**config.mk**
```make
export PLATFORM = sky130hd
export DESIGN_NAME = in_deser_flat
export DESIGN_NICKNAME = d
export VERILOG_FILES = /design/src/rtl/div_pkg.sv /design/src/rtl/in_deser_if.sv /design/src/rtl/in_deser_hold.sv /design/src/rtl/in_deser.sv /design/src/flat_wrapper.sv
export SDC_FILE = /design/constraint.sdc
export NUM_CORES = 1
export LEC_CHECK = 0
export BUFFER_PORTS_ARGS = -buffer_cell sky130_fd_sc_hd__buf_2
export CORE_MARGIN = 3
export CORE_UTILIZATION = 45
export CTS_BUF_LIST = sky130_fd_sc_hd__clkbuf_8 sky130_fd_sc_hd__clkbuf_16
export DETAILED_ROUTE_END_ITERATION = 6
export PLACE_DENSITY = 0.75
export SLEW_MARGIN = 20
export SYNTH_ARGS = -nofsm -noshare
export SYNTH_HDL_FRONTEND = slang
export SYNTH_SLANG_ARGS = --single-unit
```
**constraint.sdc**
```tcl
create_clock -name clk -period 2.17 [get_ports clk]
set_input_delay 0.434 -clock clk [delete_from_list [all_inputs] [get_ports clk]]
set_output_delay 0.434 -clock clk [all_outputs]
set_load 0.005 [all_outputs]
```
**src/rtl/div_pkg.sv**
```systemverilog
// Shared constants and types for the divider front end.
// Contents: operand/byte geometry, packed-word field offsets, and the
// deserializer FSM state type. No ports.
package div_pkg;
  localparam int WIDTH      = 32;
  localparam int BYTE_W     = 8;
  localparam int NBYTES     = 2 * WIDTH / BYTE_W;
  localparam int CNT_W      = $clog2(NBYTES);
  localparam int DATA_WIDTH = 2 * WIDTH + 1;

  // Packed word layout: {sign, z[31:0], d[31:0]}
  localparam int SIGN_BIT = 64;
  localparam int Z_MSB    = 63;
  localparam int D_MSB    = 31;

  typedef enum logic {
    IDLE    = 1'b0,
    COLLECT = 1'b1
  } state_t;
endpackage

```
**src/rtl/in_deser_if.sv**
```systemverilog
// Write-side link between the deserializer and the operand FIFO.
// Signals: wr_valid (word pending), wr_ready (FIFO not full),
// wr_data {sign, z, d}.
// Handshake: a word moves on a rising edge where wr_valid and wr_ready are
// both 1. Once raised, wr_valid stays 1 and wr_data stays constant until that
// edge; wr_valid never depends combinationally on wr_ready.
interface in_deser_if;
  import div_pkg::*;
  logic                  wr_valid;
  logic                  wr_ready;
  logic [DATA_WIDTH-1:0] wr_data;

  modport master (output wr_valid, output wr_data, input wr_ready);
  modport slave  (input wr_valid, input wr_data, output wr_ready);
endinterface

```
**src/rtl/in_deser_hold.sv**
```systemverilog
// Single-entry output holding register for in_deser.
// Ports: clk, rst_n (async active-low); i_load/i_data offer a completed frame;
// wr (master modport) presents the held word; o_drop pulses one cycle when an
// offered frame is discarded because the held word could not leave.
module in_deser_hold
  import div_pkg::*;
(
  input  logic                  clk,
  input  logic                  rst_n,
  input  logic                  i_load,
  input  logic [DATA_WIDTH-1:0] i_data,
  in_deser_if.master            wr,
  output logic                  o_drop
);
  logic                  r_valid;
  logic [DATA_WIDTH-1:0] r_data;
  logic                  r_drop;
  logic                  w_xfer;
  logic                  w_accept;

  assign w_xfer   = r_valid & wr.wr_ready;
  // The slot is free if empty or being emptied at this same edge.
  assign w_accept = i_load & (~r_valid | w_xfer);

  always_ff @(posedge clk or negedge rst_n) begin
    if (!rst_n) begin
      r_valid <= 1'b0;
      r_data  <= '0;
      r_drop  <= 1'b0;
    end else begin
      r_drop <= i_load & ~w_accept;
      if (w_accept) begin
        r_valid <= 1'b1;
        r_data  <= i_data;
      end else if (w_xfer) begin
        r_valid <= 1'b0;
      end
    end
  end

  assign wr.wr_valid = r_valid;
  assign wr.wr_data  = r_data;
  assign o_drop      = r_drop;
endmodule

```
**src/rtl/in_deser.sv**
```systemverilog
// Byte-serial input deserializer in front of the divider operand FIFO.
// Collects 8 bytes MSB first (z[31:0] then d[31:0]), packs {sign, z, d} and
// offers it over the wr interface.
// Ports: clk, rst_n (async active-low), push_in/data_in_in byte strobe and
// byte, sign (sampled with byte 0), wr (master modport: wr_valid, wr_data,
// wr_ready), busy (frame in progress), drop/abort one-cycle pulses,
// dbg_state (current FSM state).
// Optional: IN_DESER_STATS_EN adds saturating frame_cnt (words accepted by
// the FIFO) and drop_cnt (drop plus abort pulses).
module in_deser
  import div_pkg::*;
(
  input  logic              clk,
  input  logic              rst_n,
  input  logic              push_in,
  input  logic [BYTE_W-1:0] data_in_in,
  input  logic              sign,
  in_deser_if.master        wr,
  output logic              busy,
  output logic              drop,
  output logic              abort,
`ifdef IN_DESER_STATS_EN
  output logic [15:0]       frame_cnt,
  output logic [15:0]       drop_cnt,
`endif
  output state_t            dbg_state
);
  state_t                 r_state, w_state_nxt;
  logic [CNT_W-1:0]       r_cnt, w_cnt_nxt;
  logic [2*WIDTH-1:0]     r_shift, w_shift_nxt;
  logic                   r_sign, w_sign_nxt;
  logic                   r_abort, w_abort;
  logic                   w_frame_done;
  logic [DATA_WIDTH-1:0]  w_word;

  always_ff @(posedge clk or negedge rst_n) begin
    if (!rst_n) begin
      r_state <= IDLE;
      r_cnt   <= '0;
      r_shift <= '0;
      r_sign  <= 1'b0;
      r_abort <= 1'b0;
    end else begin
      r_state <= w_state_nxt;
      r_cnt   <= w_cnt_nxt;
      r_shift <= w_shift_nxt;
      r_sign  <= w_sign_nxt;
      r_abort <= w_abort;
    end
  end

  always_comb begin
    w_state_nxt  = r_state;
    w_cnt_nxt    = r_cnt;
    w_shift_nxt  = r_shift;
    w_sign_nxt   = r_sign;
    w_abort      = 1'b0;
    w_frame_done = 1'b0;
    case (r_state)
      IDLE: begin
        if (push_in) begin
          w_state_nxt = COLLECT;
          w_cnt_nxt   = CNT_W'(1);
          w_shift_nxt = {r_shift[2*WIDTH-BYTE_W-1:0], data_in_in};
          w_sign_nxt  = sign;
        end
      end
      COLLECT: begin
        if (push_in) begin
          w_shift_nxt = {r_shift[2*WIDTH-BYTE_W-1:0], data_in_in};
          if (r_cnt == CNT_W'(NBYTES - 1)) begin
            // Returning to IDLE lets a byte on the very next cycle open a
            // new frame, so back-to-back frames need no gap.
            w_frame_done = 1'b1;
            w_cnt_nxt    = '0;
            w_state_nxt  = IDLE;
          end else begin
            w_cnt_nxt = r_cnt + 1'b1;
          end
        end else begin
          w_abort     = 1'b1;
          w_cnt_nxt   = '0;
          w_state_nxt = IDLE;
        end
      end
      default: w_state_nxt = IDLE;
    endcase
  end

  // The last byte is taken straight from the input so the word is ready at
  // the capturing edge.
  always_comb begin
    w_word                  = '0;
    w_word[SIGN_BIT]        = r_sign;
    w_word[Z_MSB:D_MSB+1]   = w_shift_nxt[2*WIDTH-1:WIDTH];
    w_word[D_MSB:0]         = w_shift_nxt[WIDTH-1:0];
  end

  in_deser_hold u_hold (
    .clk    (clk),
    .rst_n  (rst_n),
    .i_load (w_frame_done),
    .i_data (w_word),
    .wr     (wr),
    .o_drop (drop)
  );

  assign busy      = (r_cnt != '0);
  assign abort     = r_abort;
  assign dbg_state = r_state;

`ifdef IN_DESER_STATS_EN
  logic [15:0] r_frame_cnt;
  logic [15:0] r_drop_cnt;
  logic [16:0] w_drop_sum;

  assign w_drop_sum = {1'b0, r_drop_cnt} + {15'd0, drop} + {15'd0, r_abort};

  always_ff @(posedge clk or negedge rst_n) begin
    if (!rst_n) begin
      r_frame_cnt <= '0;
      r_drop_cnt  <= '0;
    end else begin
      if (wr.wr_valid && wr.wr_ready && (r_frame_cnt != 16'hFFFF))
        r_frame_cnt <= r_frame_cnt + 16'd1;
      r_drop_cnt <= w_drop_sum[16] ? 16'hFFFF : w_drop_sum[15:0];
    end
  end

  assign frame_cnt = r_frame_cnt;
  assign drop_cnt  = r_drop_cnt;
`endif
endmodule

```
**src/flat_wrapper.sv**
```systemverilog
// flat-port wrapper written by rule: the top's interface ports become plain ports
module in_deser_flat import div_pkg::*;
  (clk, rst_n, push_in, data_in_in, sign, busy, drop, abort, dbg_state, wr_wr_valid, wr_wr_data, wr_wr_ready);
  in_deser_if wr_i ();
  input  logic clk;
  input  logic rst_n;
  input  logic push_in;
  input  logic [BYTE_W-1:0] data_in_in;
  input  logic sign;
  output logic busy;
  output logic drop;
  output logic abort;
  output state_t dbg_state;
  output wire logic [$bits(wr_i.wr_valid)-1:0] wr_wr_valid;
  output wire logic [$bits(wr_i.wr_data)-1:0] wr_wr_data;
  input wire logic [$bits(wr_i.wr_ready)-1:0] wr_wr_ready;
  assign wr_wr_valid = wr_i.wr_valid;
  assign wr_wr_data = wr_i.wr_data;
  assign wr_i.wr_ready = wr_wr_ready;
  in_deser u_core (.clk(clk), .rst_n(rst_n), .push_in(push_in), .data_in_in(data_in_in), .sign(sign), .wr(wr_i), .busy(busy), .drop(drop), .abort(abort), .dbg_state(dbg_state));
endmodule
```
==> impl_metrics.ini <==
[job]
maxCapViolCount = 0

[setup_path]
worst_setup_path_end_kind = register
r2r-start = u_core.r_cnt[0]$_DFFE_PN0P_
cp_data_arrival_time_ps = 2120
worstSetupStartpointType = register
rr_endpoint = u_core.u_hold.wr.wr_data[56]$_DFFE_PN0P_
rrSetupSlack_ps = 340
crit_type = reg -> reg
cp.required_ps = 2460
reg2reg_depth = 6
critPathMaxFanout = 35

[sta]
skew_ps = 5.60
fin_setup_tns_ps = 0
tightest_slew_ps = 559
hold_ws_ps = -5.60
fmax_mhz = 547
report.final.slew_viol_count = 0
rsz0062_at_grt = false
fin_crit_sh_pct = 84.3
fin_ws_ps = 340
layout_min_cycle_time_ps = 1830
finalSetupViolCount = 0
slew_headroom_pct = 62.7
hold_violations = 6

[yosys]
ys_seq_area_share_pct = 64.6
synth_flop_cell = dfrtp_1
yosysMostFrequentCell = dfrtp_1
synth_area_leaders = dfrtp_1, mux2_2, mux2_4, buf_12, buf_6
synth_cell_types = 20
synth_edf_count = 0
synth_top_area_share_pct = 64.6
synthTopCellsByCount = dfrtp_1, mux2_2, mux2_4
synth_cells = 302
synth_area_leader_cell = dfrtp_1
synthesis.nets = 318
yosys_warnings = 0
async_reset_ff_share_pct = 100
synth_area_um2 = 5310
synth_seq_cells = 137
syn_avg_cell_area_um2 = 17.6

[layout]
synthToLayoutAreaGrowth_pct = 21.1
nets = 412
n_antenna_cell = 0
fillers = 891
drive_gt1_share_pct = 61.9

[floorplan]
core_area_um2 = 11500
fp.dieArea_um2 = 13100
initial_core_util_pct = 46.3
die_height_um = 115
ios = 83
num_rows = 39
die_w_um = 115

[global_route]
grt_antenna_before_repair = 0
grt_pass1_vias = 2950
overflow = 0
grt_util_all_layers_pct = 15.4
grt_max_degree = 62
grt_pass1_wl_um = 15400

[route]
drt_first_pass_iters = 4
via_count = 2726
wl_um = 9260
wire_per_inst_um = 16.8
ant_nets = 0
drc = 0
viasPerCell = 4.94
drt_iter0_drc = 78

[clock_network]
clk_latency_ps = 410
clkSinkCount = 137
cts_buffers = 17
path_clk_slew_ps = 60
clock_tree.root_cell = clkbuf_16
cts_tree = done
postCtsSetupRepairBufs = 0
cts-hold-fix-buffers = 0
cts_buffer_depth = 2
htreeDepth = 4
post_cts_resized = 0

[power]
p_leak_uw = 0.00325
ir_drop_uv = 508
power_density_nw_per_um2 = 1060

[run_status]
outcome = finished, violations left
violations = negative hold slack

[place]
gp_congestion = 0.718
port_buffers = 82
dp_hpwl_um = 6200
preCtsSetupSlack_ps = 350

[worst_hold_path]
hold_class = in -> async
## routing by layer
metal / global-route usage, % / up-vias / wire, µm
met5: 0 / - / 0
met3: 5.71 / 15 / 505
met4: 6.18 / 0 / 157
met1: 20.3 / 1386 / 4100
li1: - / 1260 / -
met2: 23.3 / 65 / 4500
## registers in the layout, indices dropped and copies added (netlist names)
signal	count
u_core.r_shift	64
u_core.dbg_state	1
u_core.abort	1
u_core.r_cnt	3
u_core.u_hold.wr.wr_data	65
u_core.u_hold.o_drop	1
u_core.u_hold.wr.wr_valid	1
u_core.r_sign	1
## critical path, cell delays in order (launching register included)
cell     delay, ps
dfrtp_1        390
ha_1           180
ha_1           230
nand3_4        110
nor2b_4        190
buf_12         240
mux2_2         370
## through the flow
stage	instances	instance area [µm²]	total power [µW]	hold WS (ps)	utilization, %
after floorplan	302	5310	3630	138	-
after detailed placement	520	5810	3950	446	50.7
after CTS	552	6430	6900	7.72	56.1
final	552	6430	6820	-5.60	56.1
after global routing	552	6430	7140	16.3	56.1
after global placement	520	5810	3890	442	50.7
## cells in the final DEF (no fill, tap or decap), drive strengths merged
cell | Yosys | routed
o21ai | 1 | 1
clkbuf | 0 | 20
ha | 3 | 3
clkinvlp | 0 | 3
nand2b | 2 | 2
and2 | 1 | 1
nand3 | 1 | 1
nor2 | 2 | 2
dfrtp | 137 | 137
and2b | 1 | 1
bufinv | 0 | 3
a22o | 2 | 2
buf | 15 | 90
clkinv | 0 | 5
nor2b | 2 | 2
nand2 | 1 | 1
o21a | 1 | 1
inv | 2 | 3
mux2 | 130 | 130
a21boi | 1 | 1
## how the worst max path moves through the flow
stage                                      from                                        to  slack (ps)
floorplan           u_core.r_cnt[0]$_DFFE_PN0P_  u_core.u_hold.wr.wr_data[54]$_DFFE_PN0P_         500
global placement    u_core.r_cnt[1]$_DFFE_PN0P_  u_core.u_hold.wr.wr_data[49]$_DFFE_PN0P_         420
detailed placement  u_core.r_cnt[0]$_DFFE_PN0P_  u_core.u_hold.wr.wr_data[49]$_DFFE_PN0P_         350
CTS                 u_core.r_cnt[0]$_DFFE_PN0P_  u_core.u_hold.wr.wr_data[48]$_DFFE_PN0P_         330
global route        u_core.r_cnt[1]$_DFFE_PN0P_  u_core.u_hold.wr.wr_data[42]$_DFFE_PN0P_         250
finish              u_core.r_cnt[0]$_DFFE_PN0P_  u_core.u_hold.wr.wr_data[56]$_DFFE_PN0P_         340
## power breakdown
group	internal, µW	switching [µW]	total [µW]
registers	2970	216	3180
logic	416	302	718
clock network	1890	1030	2920
total	5270	1550	6820
## layout make-up
cell class,instances,area (µm²),share of cell area (%)
Clock inverter,12,149,2.32
Inverter,2,7.51,0.117
Clock buffer,20,467,7.26
Multi-Input combinational cell,148,1660,25.8
Sequential cell,137,3430,53.3
Timing Repair Buffer,90,542,8.43
Tap cell,143,179,2.78
## kinds of logic after synthesis
logic type               after synthesis  synth area share (%)
flip-flops                           137                  64.6
buffers and inverters                 17                  4.24
adder cells (fa/ha/maj)                3                 0.707
AND/OR/NAND/NOR                       10                  1.41
multiplexers                         130                  28.4
AO/OA/AOI/OAI                          5                 0.707
Power figures use the tool's default switching activity.
